### config.mk
export PLATFORM = sky130hd
export DESIGN_NAME = seg_velocity_gen_flat
export DESIGN_NICKNAME = d
export VERILOG_FILES = /design/src/rtl/seg_velocity_gen_if.sv /design/src/rtl/seg_velocity_gen.sv /design/src/flat_wrapper.sv
export SDC_FILE = /design/constraint.sdc
export NUM_CORES = 1
export LEC_CHECK = 0
export CORE_MARGIN = 4
export CORE_UTILIZATION = 60
export CTS_BUF_LIST = sky130_fd_sc_hd__clkbuf_16
export DETAILED_ROUTE_END_ITERATION = 10
export HOLD_SLACK_MARGIN = 0.1
export PLACE_DENSITY_LB_ADDON = 0.2
export SYNTH_ARGS = -nofsm -noshare
export SYNTH_HDL_FRONTEND = slang
export SYNTH_SLANG_ARGS = --single-unit
export TNS_END_PERCENT = 1
### constraint.sdc
create_clock -name clk -period 5.27 [get_ports clk]
set_clock_uncertainty 0.15 [all_clocks]
set_input_delay 1.054 -clock clk [delete_from_list [all_inputs] [get_ports clk]]
set_output_delay 1.054 -clock clk [all_outputs]
set_load 0.05 [all_outputs]
### src/rtl/seg_velocity_gen_if.sv
`default_nettype none
// ============================================================================
// Module      : seg_velocity_gen_if
// Description : Segment command handshake between host and velocity generator.
// Revision    : 1.0
// ============================================================================
interface seg_velocity_gen_if;
    logic        cmd_valid;
    logic        cmd_ready;
    logic        cmd_set_vel;
    logic [31:0] cmd_velocity;
    logic [31:0] cmd_accel;
    logic [31:0] cmd_duration;

    modport master (
        output cmd_valid,
        output cmd_set_vel,
        output cmd_velocity,
        output cmd_accel,
        output cmd_duration,
        input  cmd_ready
    );

    modport slave (
        input  cmd_valid,
        input  cmd_set_vel,
        input  cmd_velocity,
        input  cmd_accel,
        input  cmd_duration,
        output cmd_ready
    );
endinterface
`default_nettype wire

### src/rtl/seg_velocity_gen.sv
`default_nettype none
// ============================================================================
// Module      : seg_velocity_gen
// Description : Segment-based velocity profile generator with a one-entry
//               command holding register. Define VELOCITY_CLAMP_EN to clamp
//               every velocity result to [-VMAX, +VMAX].
// Revision    : 1.0
// ============================================================================
module seg_velocity_gen #(
    parameter int          TICK_DIV = 100,
    parameter logic [31:0] VMAX     = 32'h3FFFFFFF
) (
    input  wire logic        clk,
    input  wire logic        reset,
    seg_velocity_gen_if.slave cmd,
    input  wire logic        abort,
    output logic [31:0]      velocity,
    output logic             busy,
    output logic             seg_done,
    output logic             underrun,
    output logic [31:0]      seg_remaining
);

    localparam logic [31:0] c_reload = 32'(TICK_DIV - 1);

    typedef enum logic [0:0] {
        ST_IDLE = 1'b0,
        ST_RUN  = 1'b1
    } state_t;

    if (TICK_DIV < 2 || VMAX[31]) begin : g_param_check
        $error("seg_velocity_gen: TICK_DIV must be >= 2 and VMAX positive");
    end

    state_t      r_state,         w_state_next;
    logic        r_pending,       w_pending_next;
    logic        r_hold_set_vel,  w_hold_set_vel_next;
    logic [31:0] r_hold_velocity, w_hold_velocity_next;
    logic [31:0] r_hold_accel,    w_hold_accel_next;
    logic [31:0] r_hold_duration, w_hold_duration_next;
    logic [31:0] r_accel,         w_accel_next;
    logic [31:0] r_velocity,      w_velocity_next;
    logic [31:0] r_remaining,     w_remaining_next;
    logic [31:0] r_prescaler,     w_prescaler_next;
    logic        r_seg_done,      w_seg_done_next;
    logic        r_underrun,      w_underrun_next;

    logic        w_accept;
    logic        w_load;
    logic [31:0] w_load_vel;
    logic [31:0] w_tick_vel;

    function automatic logic [31:0] f_sat_add(input logic [31:0] a, input logic [31:0] b);
        logic [32:0] s;
        s = {a[31], a} + {b[31], b};
        if (s[32] != s[31])
            return s[32] ? 32'h8000_0000 : 32'h7FFF_FFFF;
        return s[31:0];
    endfunction

    function automatic logic [31:0] f_limit(input logic [31:0] v);
`ifdef VELOCITY_CLAMP_EN
        if ($signed(v) > $signed(VMAX))
            return VMAX;
        if ($signed(v) < -$signed(VMAX))
            return -VMAX;
        return v;
`else
        return v;
`endif
    endfunction

    assign w_accept      = cmd.cmd_valid && !r_pending && !abort;
    assign w_tick_vel    = f_limit(f_sat_add(r_velocity, r_accel));
    assign cmd.cmd_ready = !r_pending && !abort;
    assign velocity      = r_velocity;
    assign busy          = (r_state == ST_RUN) || r_pending;
    assign seg_done      = r_seg_done;
    assign underrun      = r_underrun;
    assign seg_remaining = r_remaining;

    always_comb begin
        w_state_next         = r_state;
        w_pending_next       = r_pending;
        w_hold_set_vel_next  = r_hold_set_vel;
        w_hold_velocity_next = r_hold_velocity;
        w_hold_accel_next    = r_hold_accel;
        w_hold_duration_next = r_hold_duration;
        w_accel_next         = r_accel;
        w_velocity_next      = r_velocity;
        w_remaining_next     = r_remaining;
        w_prescaler_next     = r_prescaler;
        w_seg_done_next      = 1'b0;
        w_underrun_next      = r_underrun;
        w_load               = 1'b0;
        w_load_vel           = r_velocity;

        if (abort) begin
            w_state_next     = ST_IDLE;
            w_pending_next   = 1'b0;
            w_velocity_next  = 32'd0;
            w_remaining_next = 32'd0;
            w_prescaler_next = c_reload;
            w_underrun_next  = 1'b0;
        end else begin
            if (w_accept) begin
                w_pending_next       = 1'b1;
                w_hold_set_vel_next  = cmd.cmd_set_vel;
                w_hold_velocity_next = cmd.cmd_velocity;
                w_hold_accel_next    = cmd.cmd_accel;
                w_hold_duration_next = cmd.cmd_duration;
            end

            case (r_state)
                ST_IDLE: w_load = r_pending;
                ST_RUN: begin
                    if (r_prescaler == 32'd0) begin
                        w_velocity_next  = w_tick_vel;
                        w_remaining_next = r_remaining - 32'd1;
                        w_prescaler_next = c_reload;
                        if (r_remaining == 32'd1) begin
                            w_seg_done_next = 1'b1;
                            if (r_pending) begin
                                w_load = 1'b1;
                            end else begin
                                w_state_next = ST_IDLE;
                                if (w_tick_vel != 32'd0)
                                    w_underrun_next = 1'b1;
                            end
                        end
                    end else begin
                        w_prescaler_next = r_prescaler - 32'd1;
                    end
                end
                default: w_state_next = ST_IDLE;
            endcase

            // A load on the final tick edge lets set_vel override that tick's add.
            if (w_load) begin
                w_load_vel       = r_hold_set_vel ? f_limit(r_hold_velocity) : w_velocity_next;
                w_velocity_next  = w_load_vel;
                w_pending_next   = 1'b0;
                w_accel_next     = r_hold_accel;
                w_remaining_next = r_hold_duration;
                w_prescaler_next = c_reload;
                w_state_next     = ST_RUN;
                if (r_hold_duration == 32'd0) begin
                    w_seg_done_next = 1'b1;
                    w_state_next    = ST_IDLE;
                    if (w_load_vel != 32'd0)
                        w_underrun_next = 1'b1;
                end
            end
        end
    end

    always_ff @(posedge clk) begin
        if (reset) begin
            r_state         <= ST_IDLE;
            r_pending       <= 1'b0;
            r_hold_set_vel  <= 1'b0;
            r_hold_velocity <= 32'd0;
            r_hold_accel    <= 32'd0;
            r_hold_duration <= 32'd0;
            r_accel         <= 32'd0;
            r_velocity      <= 32'd0;
            r_remaining     <= 32'd0;
            r_prescaler     <= c_reload;
            r_seg_done      <= 1'b0;
            r_underrun      <= 1'b0;
        end else begin
            r_state         <= w_state_next;
            r_pending       <= w_pending_next;
            r_hold_set_vel  <= w_hold_set_vel_next;
            r_hold_velocity <= w_hold_velocity_next;
            r_hold_accel    <= w_hold_accel_next;
            r_hold_duration <= w_hold_duration_next;
            r_accel         <= w_accel_next;
            r_velocity      <= w_velocity_next;
            r_remaining     <= w_remaining_next;
            r_prescaler     <= w_prescaler_next;
            r_seg_done      <= w_seg_done_next;
            r_underrun      <= w_underrun_next;
        end
    end

endmodule
`default_nettype wire

### src/flat_wrapper.sv
// flat-port wrapper written by rule: the top's interface ports become plain ports
module seg_velocity_gen_flat 
#(
    parameter int          TICK_DIV = 100,
    parameter logic [31:0] VMAX     = 32'h3FFFFFFF
)
  (clk, reset, abort, velocity, busy, seg_done, underrun, seg_remaining, cmd_cmd_valid, cmd_cmd_set_vel, cmd_cmd_velocity, cmd_cmd_accel, cmd_cmd_duration, cmd_cmd_ready);
  seg_velocity_gen_if cmd_i ();
  input  wire logic clk;
  input  wire logic reset;
  input  wire logic abort;
  output logic [31:0] velocity;
  output logic busy;
  output logic seg_done;
  output logic underrun;
  output logic [31:0] seg_remaining;
  input wire logic [$bits(cmd_i.cmd_valid)-1:0] cmd_cmd_valid;
  input wire logic [$bits(cmd_i.cmd_set_vel)-1:0] cmd_cmd_set_vel;
  input wire logic [$bits(cmd_i.cmd_velocity)-1:0] cmd_cmd_velocity;
  input wire logic [$bits(cmd_i.cmd_accel)-1:0] cmd_cmd_accel;
  input wire logic [$bits(cmd_i.cmd_duration)-1:0] cmd_cmd_duration;
  output wire logic [$bits(cmd_i.cmd_ready)-1:0] cmd_cmd_ready;
  assign cmd_i.cmd_valid = cmd_cmd_valid;
  assign cmd_i.cmd_set_vel = cmd_cmd_set_vel;
  assign cmd_i.cmd_velocity = cmd_cmd_velocity;
  assign cmd_i.cmd_accel = cmd_cmd_accel;
  assign cmd_i.cmd_duration = cmd_cmd_duration;
  assign cmd_cmd_ready = cmd_i.cmd_ready;
  seg_velocity_gen #(.TICK_DIV(TICK_DIV), .VMAX(VMAX)) u_core (.clk(clk), .reset(reset), .cmd(cmd_i), .abort(abort), .velocity(velocity), .busy(busy), .seg_done(seg_done), .underrun(underrun), .seg_remaining(seg_remaining));
endmodule
### Word level (Yosys, flattened, before mapping)

Cells that the tools add are included.
Widths: inputs -> output; s select.

* add/sub/neg operators: 3
* eq/ne operators: 2
* multiplexer cells: 36
* bitwise gates (word level): 2
* reduce and logical (&&, ||, !) cells: 17

Operator list (number)
* $mux 32: 12
* $logic_not 32->1: 2
* $reduce_bool 32->1: 2
* $sub 32x1->32 const B: 2
* $add 32x32->33: 1
* $eq 32x1->1 const B: 1
* $mux 1: 23
* $reduce_and 2->1: 3
* $reduce_bool 2->1: 2
* $logic_and 1x1->1: 3
* $reduce_or 3->1: 1
* $logic_not 1->1: 2
* $not 1->1: 2
* $pmux 1 s2: 1
* $reduce_or 2->1: 1
* $logic_or 1x1->1: 1
* $ne 1x1->1: 1

* register bits after elaboration: 229
* input bits: 101

### Logic depth before layout (Yosys ltp)

* depth after elaboration: 13
* mapped depth: 17
* gate-level depth less buffers: 15

### Worst setup path after synthesis

Ideal clock, no wire load.

* kind: register to register
* start point: reg u_core.r_velocity[13], in the netlist u_core.velocity[13]
* end point: reg u_core.r_underrun, in the netlist u_core.underrun
* setup time: 127 ps
* data arrival time: 3567 ps
* required time: 4993 ps
* slack: 1425 ps
* cell stages (with the launch flop): 17
* cell sequence: dfxtp_1 ha_1 buf_2 a21oi_2 o21ai_0 or3_1 a21o_1 a311oi_4 o311ai_4 buf_6 buf_6 a21oi_1 o22ai_1 o41ai_2 nand4_1 nor4_1 a31oi_1

* cells in the longest elaborated chain, start to end: 13
* elaborated cells on any way between the ends: 20

RTL lines
* start: declaration: RTL line seg_velocity_gen.sv:42 `logic [31:0] r_velocity, w_velocity_next;`
* start signal: assignment: RTL line seg_velocity_gen.sv:179 `r_velocity <= w_velocity_next;`
* $add 32x32->33: RTL line seg_velocity_gen.sv:55 `s = {a[31], a} + {b[31], b};`
* $mux 32 / $ne 1x1->1 (equally long branches): RTL line seg_velocity_gen.sv:57, seg_velocity_gen.sv:56
* $mux 32 / $mux 1 (equally long branches): RTL line seg_velocity_gen.sv:56 `if (s[32] != s[31])`
* $mux 32: RTL line seg_velocity_gen.sv:58 `return s[31:0];`
* $reduce_bool 32->1: RTL line seg_velocity_gen.sv:127 `if (w_tick_vel != 32'd0)`
* $mux 1: RTL line seg_velocity_gen.sv:127
* $mux 1: RTL line seg_velocity_gen.sv:123 `if (r_pending) begin`
* $mux 1: RTL line seg_velocity_gen.sv:121 `if (r_remaining == 32'd1) begin`
* $mux 1: RTL line seg_velocity_gen.sv:117 `if (r_prescaler == 32'd0) begin`
* $mux 1: RTL line seg_velocity_gen.sv:114 `case (r_state)`
* $mux 1: RTL line seg_velocity_gen.sv:150 `if (w_load_vel != 32'd0)`
* $mux 1: RTL line seg_velocity_gen.sv:147 `if (r_hold_duration == 32'd0) begin`
* $mux 1 (*): RTL line seg_velocity_gen.sv:139 `if (w_load) begin`
* end signal: assignment: RTL line seg_velocity_gen.sv:183 `r_underrun <= w_underrun_next;`
* end: declaration: RTL line seg_velocity_gen.sv:46 `logic r_underrun, w_underrun_next;`

Every way passes the cells marked *; elsewhere a longest branch is shown, timed or not. The select of a mux whose other input is x is not followed.
A chain may end at the register's enable or synchronous reset.

### Final worst setup path

* start point: reg u_core.r_velocity[23], in the netlist u_core.velocity[23]
* end point: reg u_core.r_underrun, in the netlist u_core.underrun

Same word-level chain as after synthesis.

==> results.toml <==
[pwr]
p_per_area_nw_per_um2 = 268.8
peakVddDrop_v = 0.0002504
power_frac_clock_pct = 43.5
pwr-share-comb_pct = 9.9
p_sw_share_pct = 25.62
power.leakage_nw = 5.427
seqPwrFrac_pct = 46.6
p_int_w = 0.002896
switchingPower_w = 0.0009974

[clock_network]
h-tree-depth = 1
cts-resized-gates = 0
clk_pin_slew_ps = 60
clkLatencyLatePin_ps = 540
clock-sinks = 229
cts_buffers = 25
cts-root-buf = "clkbuf_16"
cts_buffer_depth = 3
cts_tree = "done"
hold_buffers = 0
post_cts_buffers = 0

[route]
wl_per_cell_um = 19.09
ant_nets = 0
viasPerCell = 6.169
drtPass1Iterations = 6
drc = 0
wirelength_mm = 38.71
vias = 12510
drt_iter0_markers = 1310

[logic_synthesis]
synth.most_common_cell = "nand2_1"
syn_inst = 1637
ys_seq_area_share_pct = 38.27
yosysTopAreaCell = "dfxtp_1"
ys_async_sr_fraction_pct = 0
syn_area_sq_um = 11980
synth_top_flop_cell = "dfxtp_1"
ys_warn_count = 0
synth_edf_count = 0
synth-seq-cells = 229
synth.distinct_cells = 70
netlist.area_leader.share_pct = 38.27
syn_nets = 1774
yosys-top-cells-count = "nand2_1 (357), a21oi_1 (257), dfxtp_1 (229), nor2_1 (156), o21ai_0 (98)"
avgSynthCellArea_sq_um = 7.317
synth_area_leaders = "dfxtp_1 (38%), nand2_1 (11%), a21oi_1 (11%), nor2_1 (4.9%), o21ai_0 (4.1%)"

[cells_and_area]
drive_gt1_share_pct = 4.141
finalNetCount = 1883
antenna_cells = 0
fin_cells = 2028
syn_to_final_growth_pct = 20.92

[timing]
worst_slew_pin_slew_ps = 1142
hold_viol_final = 0
slew_viol_final = 0
setup_viol = 0
post-route-period-util_pct = 83.54
period_minus_slack_ps = 4403
setup_slack_ps = 867.2
fin_setup_tns_ps = 0
fmax_ghz = 0.2271
relSlewSlack_pct = 23.87
rsz0062_at_grt = "false"

[floorplanning]
start_util_pct = 61.34
pin_count = 169
die_width_um = 149.3
fp-row-count = 51
core_area_sq_um = 19530
die_h_um = 149.3
dieArea_sq_um = 22290

[grt]
grt.overflow.total = 0
grt_max_degree = 106
grt_pass1_vias = 11510
grt_usage_pct = 33.63
antenna_found_initial = 0
grt_pass1_wl_mm = 60.57

[job]
cap_violations = 0

[critical_path]
cp_cell_sequence = "ha_1, nand2_1, o21ai_0, a211oi_1, a2111oi_0, a311oi_4, o311ai_4, a21oi_1, o21ai_0, nand4bb_1, o32a_1, nor4_1, a31oi_1"
end_kind = "flop"
path_delay_family = "compound AO/OA/AOI/OAI gates"
slowest_delay_ps = 780
cp-start-kind = "flop"
crit_start = "u_core.velocity[23]"
cp.required_ps = 5580
cp_num_buf_inv = 0
rr_worst_depth = 13
crit_path_top_delay_cell = "o311ai_4"
r2r-start = "u_core.velocity[23]"
worstSetupPathType = "flop to flop"
critical_path_arrival_ps = 4710
crit_top_cell = "o21ai_0"
crit_path_max_fanout = 21
cp.depth = 13

[hold_path]
whs_path_depth = 2
hold_path.class = "flop to flop"
hp-start = "u_core.r_hold_accel[8]"

[place]
dp.cells = 1984
io_buffers = 168
hpwl_mm = 28.20
place_congestion = 1.028
dp_slack_ps = 1015

[status]
status = "completed"
-- cell families (layout without fill, tap and decap cells) --
logic type,count (synthesis),after routing,share of synthesized area (%)
and+or+nand+nor,699,699,25.65
AOI/OAI and AO/OA,483,483,23.19
DFF,229,229,38.27
buffers and inverters,124,250,4.095
xor gates and xnor gates,58,58,4.304
adders and majority gates,37,37,3.907
muxes,7,7,0.5850
-- path summary, 6_finish.rpt --
kind	end	slack (ps)
max	u_core.underrun	870
min	u_core.r_accel[8]	300
min reg2reg	u_core.r_accel[8]	300
max reg2reg	u_core.underrun	870
-- power by group through the flow --
stage / Clock [W] / Combinational [W] / Sequential, W
final: 0.00169 / 0.000384 / 0.00182
after global routing: 0.00178 / 0.000419 / 0.00182
after CTS: 0.00170 / 0.000379 / 0.00181
after detailed placement: 0 / 0.000376 / 0.00185
after global placement: 0 / 0.000370 / 0.00185
after floorplan: 0 / 0.000222 / 0.00185
-- cell usage in the layout (no fill, tap or decap), types with 4 or more instances in the layout --
cell,netlist,routed
ha_1,35,35
xnor2_1,42,42
clkbuf_16,0,25
clkdlybuf4s50_1,0,167
nand3_1,21,21
o31ai_1,6,6
o21ai_1,4,4
nor2_1,156,155
and2_1,8,7
o21a_1,10,10
o21ai_0,98,97
nor3b_1,4,4
a22oi_1,5,5
o22ai_1,24,24
or2_2,10,10
mux2i_1,7,7
a21oi_1,257,257
nor2b_1,6,6
o211ai_1,6,6
and3_1,5,5
or3_1,12,12
and4_1,4,4
buf_4,0,13
o21bai_1,11,11
or4_1,7,7
a31oi_1,7,7
nor3_1,39,39
o32ai_1,5,5
dfxtp_1,229,228
clkinv_2,0,4
nand4_1,17,17
a211oi_1,11,11
nand2_1,357,356
clkinv_1,0,5
inv_1,26,31
xor2_1,15,15
a21o_1,10,10
nor4_1,34,34
nand2b_1,5,5
-- through the flow --
stage | instance area (sq um) | hold WS (ps) | util [%] | total power, W
after global placement | 13700 | 290.9 | 70.18 | 0.002219
final | 14480 | 297.6 | 74.18 | 0.003894
after detailed placement | 13700 | 296.1 | 70.18 | 0.002226
after CTS | 14480 | 304.2 | 74.18 | 0.003895
after global routing | 14480 | 320.6 | 74.18 | 0.004015
after floorplan | 11980 | 282.1 | - | 0.002069
-- area by class of cell --
type | count | area [sq um]
multi-input cells | 1284 | 6920
clock inverters | 19 | 153.9
well taps | 265 | 331.6
fillers | 1574 | 5042
inverters | 26 | 97.59
repair buffers | 180 | 1769
flip-flops and latches | 229 | 4586
clock buffers | 25 | 625.6
-- sequential cells by signal, indices dropped and copies added (netlist names) --
signal,count
u_core.seg_remaining,32
u_core.r_hold_duration,32
u_core.r_state,1
u_core.seg_done,1
u_core.r_hold_velocity,32
u_core.r_accel,32
u_core.r_prescaler,32
u_core.r_hold_set_vel,1
u_core.r_pending,1
u_core.underrun,1
u_core.r_hold_accel,32
u_core.velocity,32
-- tightest hold or removal path: cells and delay by family (launching register included) --
| kind | cells | cell delay (ps) |
|---|---|---|
| compound gates | 1 | 50 |
| flops | 1 | 310 |
| simple gates | 1 | 50 |
-- routing by layer --
metal  track usage [%]  wire, um  part of all wire (%)
met1             48.32     16570                    43
met2             50.26     16530                    43
met3             9.359      4564                    12
met4             8.192      1052                   2.7
met5                 0         0                     0
Power figures use the tool's default switching activity.
